==> src/rtl/rpn_evaluator_pkg.sv <==
// Shared codes for the RPN evaluator: ALU opcodes, instruction kinds, FSM states.
// The kind-to-opcode helper keeps the instruction encoding out of the top module.
package rpn_evaluator_pkg;

  localparam logic [2:0] OP_ADD = 3'b000;
  localparam logic [2:0] OP_SUB = 3'b001;
  localparam logic [2:0] OP_MUL = 3'b010;
  localparam logic [2:0] OP_DIV = 3'b011;

  typedef enum logic [2:0] {
    KIND_PUSH_CONST = 3'b000,
    KIND_PUSH_X     = 3'b001,
    KIND_ADD        = 3'b010,
    KIND_SUB        = 3'b011,
    KIND_MUL        = 3'b100,
    KIND_DIV        = 3'b101,
    KIND_ILLEGAL    = 3'b110,
    KIND_END        = 3'b111
  } kind_e;

  typedef enum logic [2:0] {
    S_IDLE,
    S_FETCH,
    S_DECODE,
    S_ALU_ISSUE,
    S_ALU_WAIT,
    S_WRITEBACK,
    S_FINISH
  } state_e;

  function automatic logic [2:0] kind_to_op(input kind_e kind);
    case (kind)
      KIND_SUB: kind_to_op = OP_SUB;
      KIND_MUL: kind_to_op = OP_MUL;
      KIND_DIV: kind_to_op = OP_DIV;
      default:  kind_to_op = OP_ADD;
    endcase
  endfunction

endpackage

==> src/rtl/rpn_evaluator_stack.sv <==
// Operand stack: register array with stack pointer, push and replace-top-two ports.
// The caller checks full/count before pushing or replacing; the stack guards anyway.
module rpn_evaluator_stack #(
  parameter int W     = 16,
  parameter int DEPTH = 8,
  localparam int SPW  = $clog2(DEPTH + 1),
  localparam int IW   = (DEPTH > 1) ? $clog2(DEPTH) : 1
) (
  input  logic           clk,
  input  logic           rst_n,
  input  logic           clear_i,
  input  logic           push_i,
  input  logic [W-1:0]   push_data_i,
  input  logic           replace_i,
  input  logic [W-1:0]   replace_data_i,
  output logic [SPW-1:0] count_o,
  output logic           full_o,
  output logic [W-1:0]   top_o,
  output logic [W-1:0]   lower_o,
  output logic [W-1:0]   bottom_o
);

  logic [W-1:0]   mem_q [DEPTH];
  logic [SPW-1:0] sp_q;
  logic [IW-1:0]  top_idx;
  logic [IW-1:0]  lower_idx;

  assign top_idx   = IW'(sp_q - SPW'(1));
  assign lower_idx = IW'(sp_q - SPW'(2));

  always_ff @(posedge clk or negedge rst_n) begin
    if (!rst_n) begin
      sp_q <= '0;
      for (int i = 0; i < DEPTH; i++) mem_q[i] <= '0;
    end else if (clear_i) begin
      sp_q <= '0;
    end else if (push_i && !full_o) begin
      mem_q[IW'(sp_q)] <= push_data_i;
      sp_q             <= sp_q + SPW'(1);
    end else if (replace_i && (sp_q >= SPW'(2))) begin
      // The result replaces the lower operand; the top slot becomes free.
      mem_q[lower_idx] <= replace_data_i;
      sp_q             <= sp_q - SPW'(1);
    end
  end

  assign count_o  = sp_q;
  assign full_o   = (sp_q == SPW'(DEPTH));
  assign top_o    = mem_q[top_idx];
  assign lower_o  = mem_q[lower_idx];
  assign bottom_o = mem_q[0];

endmodule

==> src/rtl/rpn_evaluator.sv <==
// RPN program sequencer: fetches from a synchronous ROM, drives the external ALU,
// and returns f(x) with a one-cycle done pulse.
//   state       | meaning
//   S_IDLE      | waiting for start
//   S_FETCH     | prog_addr = pc, ROM read in flight
//   S_DECODE    | prog_data valid, push or dispatch
//   S_ALU_ISSUE | pulse alu_start once alu_done is high
//   S_ALU_WAIT  | skip first cycle, then capture on alu_done
//   S_WRITEBACK | replace top two with captured result
//   S_FINISH    | done pulse, busy low
module rpn_evaluator
  import rpn_evaluator_pkg::*;
#(
  parameter int INTEGER_PART_WIDTH    = 8,
  parameter int FRACTIONAL_PART_WIDTH = 8,
  parameter int STACK_DEPTH           = 8,
  parameter int PROG_ADDR_WIDTH       = 8,
  localparam int NW  = INTEGER_PART_WIDTH + FRACTIONAL_PART_WIDTH,
  localparam int SPW = $clog2(STACK_DEPTH + 1)
) (
  input  logic                       clk,
  input  logic                       rst_n,
  input  logic                       start,
  input  logic [NW-1:0]              x,
  output logic                       busy,
  output logic                       done,
  output logic                       error,
  output logic [NW-1:0]              result,
  output logic [PROG_ADDR_WIDTH-1:0] prog_addr,
  input  logic [NW+2:0]              prog_data,
  output logic                       alu_start,
  output logic [2:0]                 alu_op,
  output logic [NW-1:0]              alu_a,
  output logic [NW-1:0]              alu_b,
  input  logic                       alu_done,
  input  logic [NW-1:0]              alu_result
);

  state_e                     state_q, state_d;
  logic [PROG_ADDR_WIDTH-1:0] pc_q, pc_d;
  logic [NW-1:0]              x_q, x_d;
  logic                       error_q, error_d;
  logic [NW-1:0]              result_q, result_d;
  logic [2:0]                 op_q, op_d;
  logic [NW-1:0]              cap_q, cap_d;
  logic                       first_q, first_d;

  kind_e          kind;
  logic [NW-1:0]  imm;
  logic           stk_clear, stk_push, stk_replace, stk_full;
  logic [NW-1:0]  stk_push_data, stk_top, stk_lower, stk_bottom;
  logic [SPW-1:0] stk_count;
  logic           pc_last;

  assign kind    = kind_e'(prog_data[NW+2:NW]);
  assign imm     = prog_data[NW-1:0];
  assign pc_last = (pc_q == '1);

  rpn_evaluator_stack #(
    .W     (NW),
    .DEPTH (STACK_DEPTH)
  ) u_stack (
    .clk            (clk),
    .rst_n          (rst_n),
    .clear_i        (stk_clear),
    .push_i         (stk_push),
    .push_data_i    (stk_push_data),
    .replace_i      (stk_replace),
    .replace_data_i (cap_q),
    .count_o        (stk_count),
    .full_o         (stk_full),
    .top_o          (stk_top),
    .lower_o        (stk_lower),
    .bottom_o       (stk_bottom)
  );

  always_ff @(posedge clk or negedge rst_n) begin
    if (!rst_n) begin
      state_q  <= S_IDLE;
      pc_q     <= '0;
      x_q      <= '0;
      error_q  <= 1'b0;
      result_q <= '0;
      op_q     <= OP_ADD;
      cap_q    <= '0;
      first_q  <= 1'b0;
    end else begin
      state_q  <= state_d;
      pc_q     <= pc_d;
      x_q      <= x_d;
      error_q  <= error_d;
      result_q <= result_d;
      op_q     <= op_d;
      cap_q    <= cap_d;
      first_q  <= first_d;
    end
  end

  always_comb begin
    state_d       = state_q;
    pc_d          = pc_q;
    x_d           = x_q;
    error_d       = error_q;
    result_d      = result_q;
    op_d          = op_q;
    cap_d         = cap_q;
    first_d       = 1'b0;
    stk_clear     = 1'b0;
    stk_push      = 1'b0;
    stk_push_data = (kind == KIND_PUSH_X) ? x_q : imm;
    stk_replace   = 1'b0;
    alu_start     = 1'b0;

    case (state_q)
      S_IDLE: begin
        if (start) begin
          x_d       = x;
          pc_d      = '0;
          error_d   = 1'b0;
          stk_clear = 1'b1;
          state_d   = S_FETCH;
        end
      end
      S_FETCH: state_d = S_DECODE;
      S_DECODE: begin
        case (kind)
          KIND_PUSH_CONST, KIND_PUSH_X: begin
            if (stk_full || pc_last) begin
              error_d = 1'b1;
              state_d = S_FINISH;
            end else begin
              stk_push = 1'b1;
              pc_d     = pc_q + 1'b1;
              state_d  = S_FETCH;
            end
          end
          KIND_ADD, KIND_SUB, KIND_MUL, KIND_DIV: begin
            if (stk_count < SPW'(2)) begin
              error_d = 1'b1;
              state_d = S_FINISH;
            end else begin
              op_d    = kind_to_op(kind);
              state_d = S_ALU_ISSUE;
            end
          end
          KIND_END: begin
            if (stk_count == SPW'(1)) result_d = stk_bottom;
            else                      error_d  = 1'b1;
            state_d = S_FINISH;
          end
          default: begin
            error_d = 1'b1;
            state_d = S_FINISH;
          end
        endcase
      end
      S_ALU_ISSUE: begin
        if (alu_done) begin
          alu_start = 1'b1;
          first_d   = 1'b1;
          state_d   = S_ALU_WAIT;
        end
      end
      S_ALU_WAIT: begin
        // The ALU still shows done in the cycle right after alu_start.
        if (!first_q && alu_done) begin
          cap_d   = alu_result;
          state_d = S_WRITEBACK;
        end
      end
      S_WRITEBACK: begin
        stk_replace = 1'b1;
        if (pc_last) begin
          error_d = 1'b1;
          state_d = S_FINISH;
        end else begin
          pc_d    = pc_q + 1'b1;
          state_d = S_FETCH;
        end
      end
      S_FINISH: state_d = S_IDLE;
      default:  state_d = S_IDLE;
    endcase
  end

  assign busy      = (state_q != S_IDLE) && (state_q != S_FINISH);
  assign done      = (state_q == S_FINISH);
  assign error     = error_q;
  assign result    = result_q;
  assign prog_addr = pc_q;
  assign alu_op    = op_q;
  assign alu_a     = stk_lower;
  assign alu_b     = stk_top;

endmodule

==> config.mk <==
export PLATFORM = sky130hd
export DESIGN_NAME = rpn_evaluator
export DESIGN_NICKNAME = d
export VERILOG_FILES = /design/src/rtl/rpn_evaluator_pkg.sv /design/src/rtl/rpn_evaluator_stack.sv /design/src/rtl/rpn_evaluator.sv
export SDC_FILE = /design/constraint.sdc
export NUM_CORES = 1
export LEC_CHECK = 0
export ABC_AREA = 1
export CAP_MARGIN = 25
export CORE_ASPECT_RATIO = 0.9
export CORE_MARGIN = 2
export CORE_UTILIZATION = 45
export DETAILED_ROUTE_END_ITERATION = 8
export SLEW_MARGIN = 20
export SYNTH_ARGS = -nofsm -noshare
export SYNTH_HDL_FRONTEND = slang
export SYNTH_SLANG_ARGS = --single-unit
==> constraint.sdc <==
create_clock -name clk -period 3.1 [get_ports clk]
set_input_delay 0.31 -clock clk [delete_from_list [all_inputs] [get_ports clk]]
set_output_delay 0.31 -clock clk [all_outputs]
set_load 0.05 [all_outputs]
==> results.json <==
{
  "grt_pass1_vias": 12900,
  "place_area_sq_um": 15400,
  "yosysSeqAreaShare_pct": 36.5,
  "p_int_mw": 7.79,
  "cts_tree": "done",
  "worstMarginPinSlew_ns": 1.02,
  "hp-class": "in -> reg",
  "drv_cap": 0,
  "area_growth_pct": 19.8,
  "grt_max_degree": 168,
  "seqPwrFrac_pct": 21.7,
  "cp_top_family": "buffers and inverters",
  "ys_ff_latch": 195,
  "reg2reg_from": "u_stack.count_o[1]",
  "drc_errors": 0,
  "path_cells": "buf_4, ha_1, nand2_1, clkinv_1, nand3_1, o21ai_0, nand3_1, nand2_1",
  "core_area_sq_um": 29100,
  "ant_nets": 0,
  "period_share_pct": 95.8,
  "wl_um": 55500,
  "cts_setup_buffers": 0,
  "synth-main-ff-cell": "dfrtp_1",
  "critPathKind": "reg -> reg",
  "syn_inst": 2086,
  "first_iter_violations": 2401,
  "synth_area_leaders": "dfrtp_1 (36%), nand2_1 (17%), o21ai_0 (10%), nand3_1 (9.5%), nor2_1 (7.4%)",
  "switching_share_pct": 51.9,
  "clock_skew_ns": 0.0183,
  "power.leakage_nw": 7.46,
  "ir_drop_v": 0.00101,
  "timing.setup.tns_ns": 0,
  "p_switching_mw": 8.41,
  "worst-path-stages": 8,
  "cts_sinks": 195,
  "rsz0062_at_grt": "no",
  "synth_most_common_cell": "nand2_1",
  "synth_common_cells": "nand2_1 (596), o21ai_0 (279), nor2_1 (264)",
  "synthArstFlopShare_pct": 100,
  "postLayoutCellArea_sq_um": 16000,
  "grt_usage_pct": 36.3,
  "dieWidth_um": 186,
  "path_buf_inv": 2,
  "root_buffer": "clkbuf_16",
  "hold_viol": 0,
  "crit_path_end": "u_stack.mem_q[81]",
  "crit_slowest_cell": "o21ai_0",
  "maxSlewViolCount": 0,
  "cp-start-kind": "flip-flop",
  "h-tree-depth": 4,
  "dp_hpwl_um": 39200,
  "syn_avg_cell_area_sq_um": 6.41,
  "p_comb_share_pct": 64.2,
  "relSlewSlack_pct": 32.0,
  "reg2reg_depth": 8,
  "layout-drive-gt1-share_pct": 8.08,
  "min_period_ns": 2.97,
  "cts_buffers": 17,
  "r2r_end": "u_stack.mem_q[81]",
  "io_buffers": 116,
  "place_inst": 2516,
  "io-pin-count": 118,
  "clk_latency_ns": 0.46,
  "dr_total_vias": 14800,
  "fin_cells": 2552,
  "setup_viol": 0,
  "yosysTopAreaCell": "dfrtp_1",
  "status": "finished, final reports clean",
  "synth_area_sq_um": 13400,
  "overflow": 0,
  "arrival_ns": 3.36,
  "cp.required_ns": 3.49,
  "critPathMaxFanout": 52,
  "cts_buffer_depth": 2,
  "clkTransAtPathRegs_ns": 0.09,
  "startpoint": "u_stack.count_o[1]",
  "end_kind": "flip-flop",
  "synth_top_area_share_pct": 36.5,
  "firstDrtPassIters": 7,
  "dieArea_sq_um": 31100,
  "antenna_found_initial": 3,
  "synth_cell_type_count": 33,
  "r2r_slack_ns": 0.13,
  "gp_congestion": 0.982,
  "final_net_count": 2209,
  "cpPeakStageDelay_ns": 0.56,
  "wl_per_cell_um": 21.8,
  "yosysWarnings": 0,
  "die_y_um": 168,
  "grt_pass1_wl_um": 83700,
  "clock.fmax_ghz": 0.337,
  "synth_edf_count": 0,
  "rows": 59,
  "start_util_pct": 46.0,
  "syn_nets": 2154,
  "p_per_area_nw_per_um2": 1010,
  "routed_via_density": 5.81,
  "clkPwrFrac_pct": 14.1
}
kinds of logic (layout without fill, tap and decap cells):
logic type,count (synthesis),count (layout),share of synthesized area (%)
AND/OR/NAND/NOR,1137,1137,35.0
AO/OA/AOI/OAI,451,451,17.7
buffers and inverters,280,348,9.00
flip-flops,195,195,36.5
adder cells (fa/ha/maj),13,13,1.22
XOR/XNOR,8,8,0.524
other,1,3,0.0280
multiplexers,1,1,0.0841
tightest hold or removal path: stages:
cell and delay [ns]:
clkdlybuf4s50_1 0.39, nor2_1 0.10, a21oi_1 0.04
area by class of cell:
cell class,count,area (sq um)
fillers,2860,13100
flip-flops and latches,195,4880
clock inverters,15,159
inverters,133,503
repair buffers,183,2120
multi-input cells,1611,7440
diodes,2,5.00
clock buffers,17,425
well taps,396,495
flip-flops by register name, summed over array words and instances (netlist names), 3 cells and up:
name / cells
u_stack.mem_q: 112
u_stack.bottom_o: 16
cap_q: 16
result: 16
state_q: 3
prog_addr: 8
u_stack.count_o: 4
x_q: 16
metrics by stage:
step                      setup slack (ns)  power [mW]  util [%]  hold WS [ns]
after floorplan                   -0.00229        9.46         -        0.0144
after global placement               0.219        13.7      53.0         0.407
after detailed placement             0.202        13.8      53.0         0.410
after CTS                            0.249        16.1      55.1         0.411
after global routing                0.0239        17.1      55.1         0.440
final                                0.130        16.2      55.1         0.417
layout by cell type (no fill, tap or decap), drive strengths merged:
master,Yosys,final
mux2,1,1
nand4,7,7
o21ai,287,287
buf,67,98
or2,1,1
clkdlybuf4s50,0,83
a21oi,129,129
nand3b,1,1
nor2,267,267
a31oi,18,18
o211ai,1,1
xnor2,4,4
clkbuf,80,18
conb,1,1
ha,13,13
a32oi,16,16
dlygate4sd3,0,1
xor2,4,4
clkinv,25,31
dfrtp,195,195
clkinvlp,0,1
nand3,259,259
nor3,2,2
inv,108,116
nand2,600,600
diode,0,2
routing by layer:
metal / track usage (%) / routed length, um / share of wire [%]
met1: 57.6 / 25300 / 45
met2: 48.3 / 21700 / 39
met3: 9.48 / 7550 / 14
met4: 8.05 / 1050 / 1.9
met5: 0 / 0 / 0
worst min path at each step:
stage | from | slack [ns] | cells past startpoint | endpoint
final | x[5] | 0.42 | 3 | x_q[5]
after global routing | x[6] | 0.44 | 3 | x_q[6]
after CTS | x[8] | 0.41 | 3 | x_q[8]
after detailed placement | rst_n | 0.41 | 2 | u_stack.mem_q[98]
after global placement | rst_n | 0.41 | 2 | u_stack.mem_q[98]
after floorplan | rst_n | 0.01 | 0 | alu_op[0]
power by group through the flow:
stage                     Sequential [mW]  Clock [mW]  Combinational, mW
after floorplan                      3.58           0               5.88
after global placement               3.54           0               10.2
after detailed placement             3.54           0               10.3
after CTS                            3.49        2.30               10.3
after global routing                 3.57        2.40               11.1
final                                3.52        2.28               10.4
repair_timing:
action,in CTS,in global routing
endpoints found under the setup margin,3,0
hold buffers,1,0
hold endpoints to repair,116,0
gates resized for setup,1,0
Note: power is estimated with default switching activity, not from simulation.
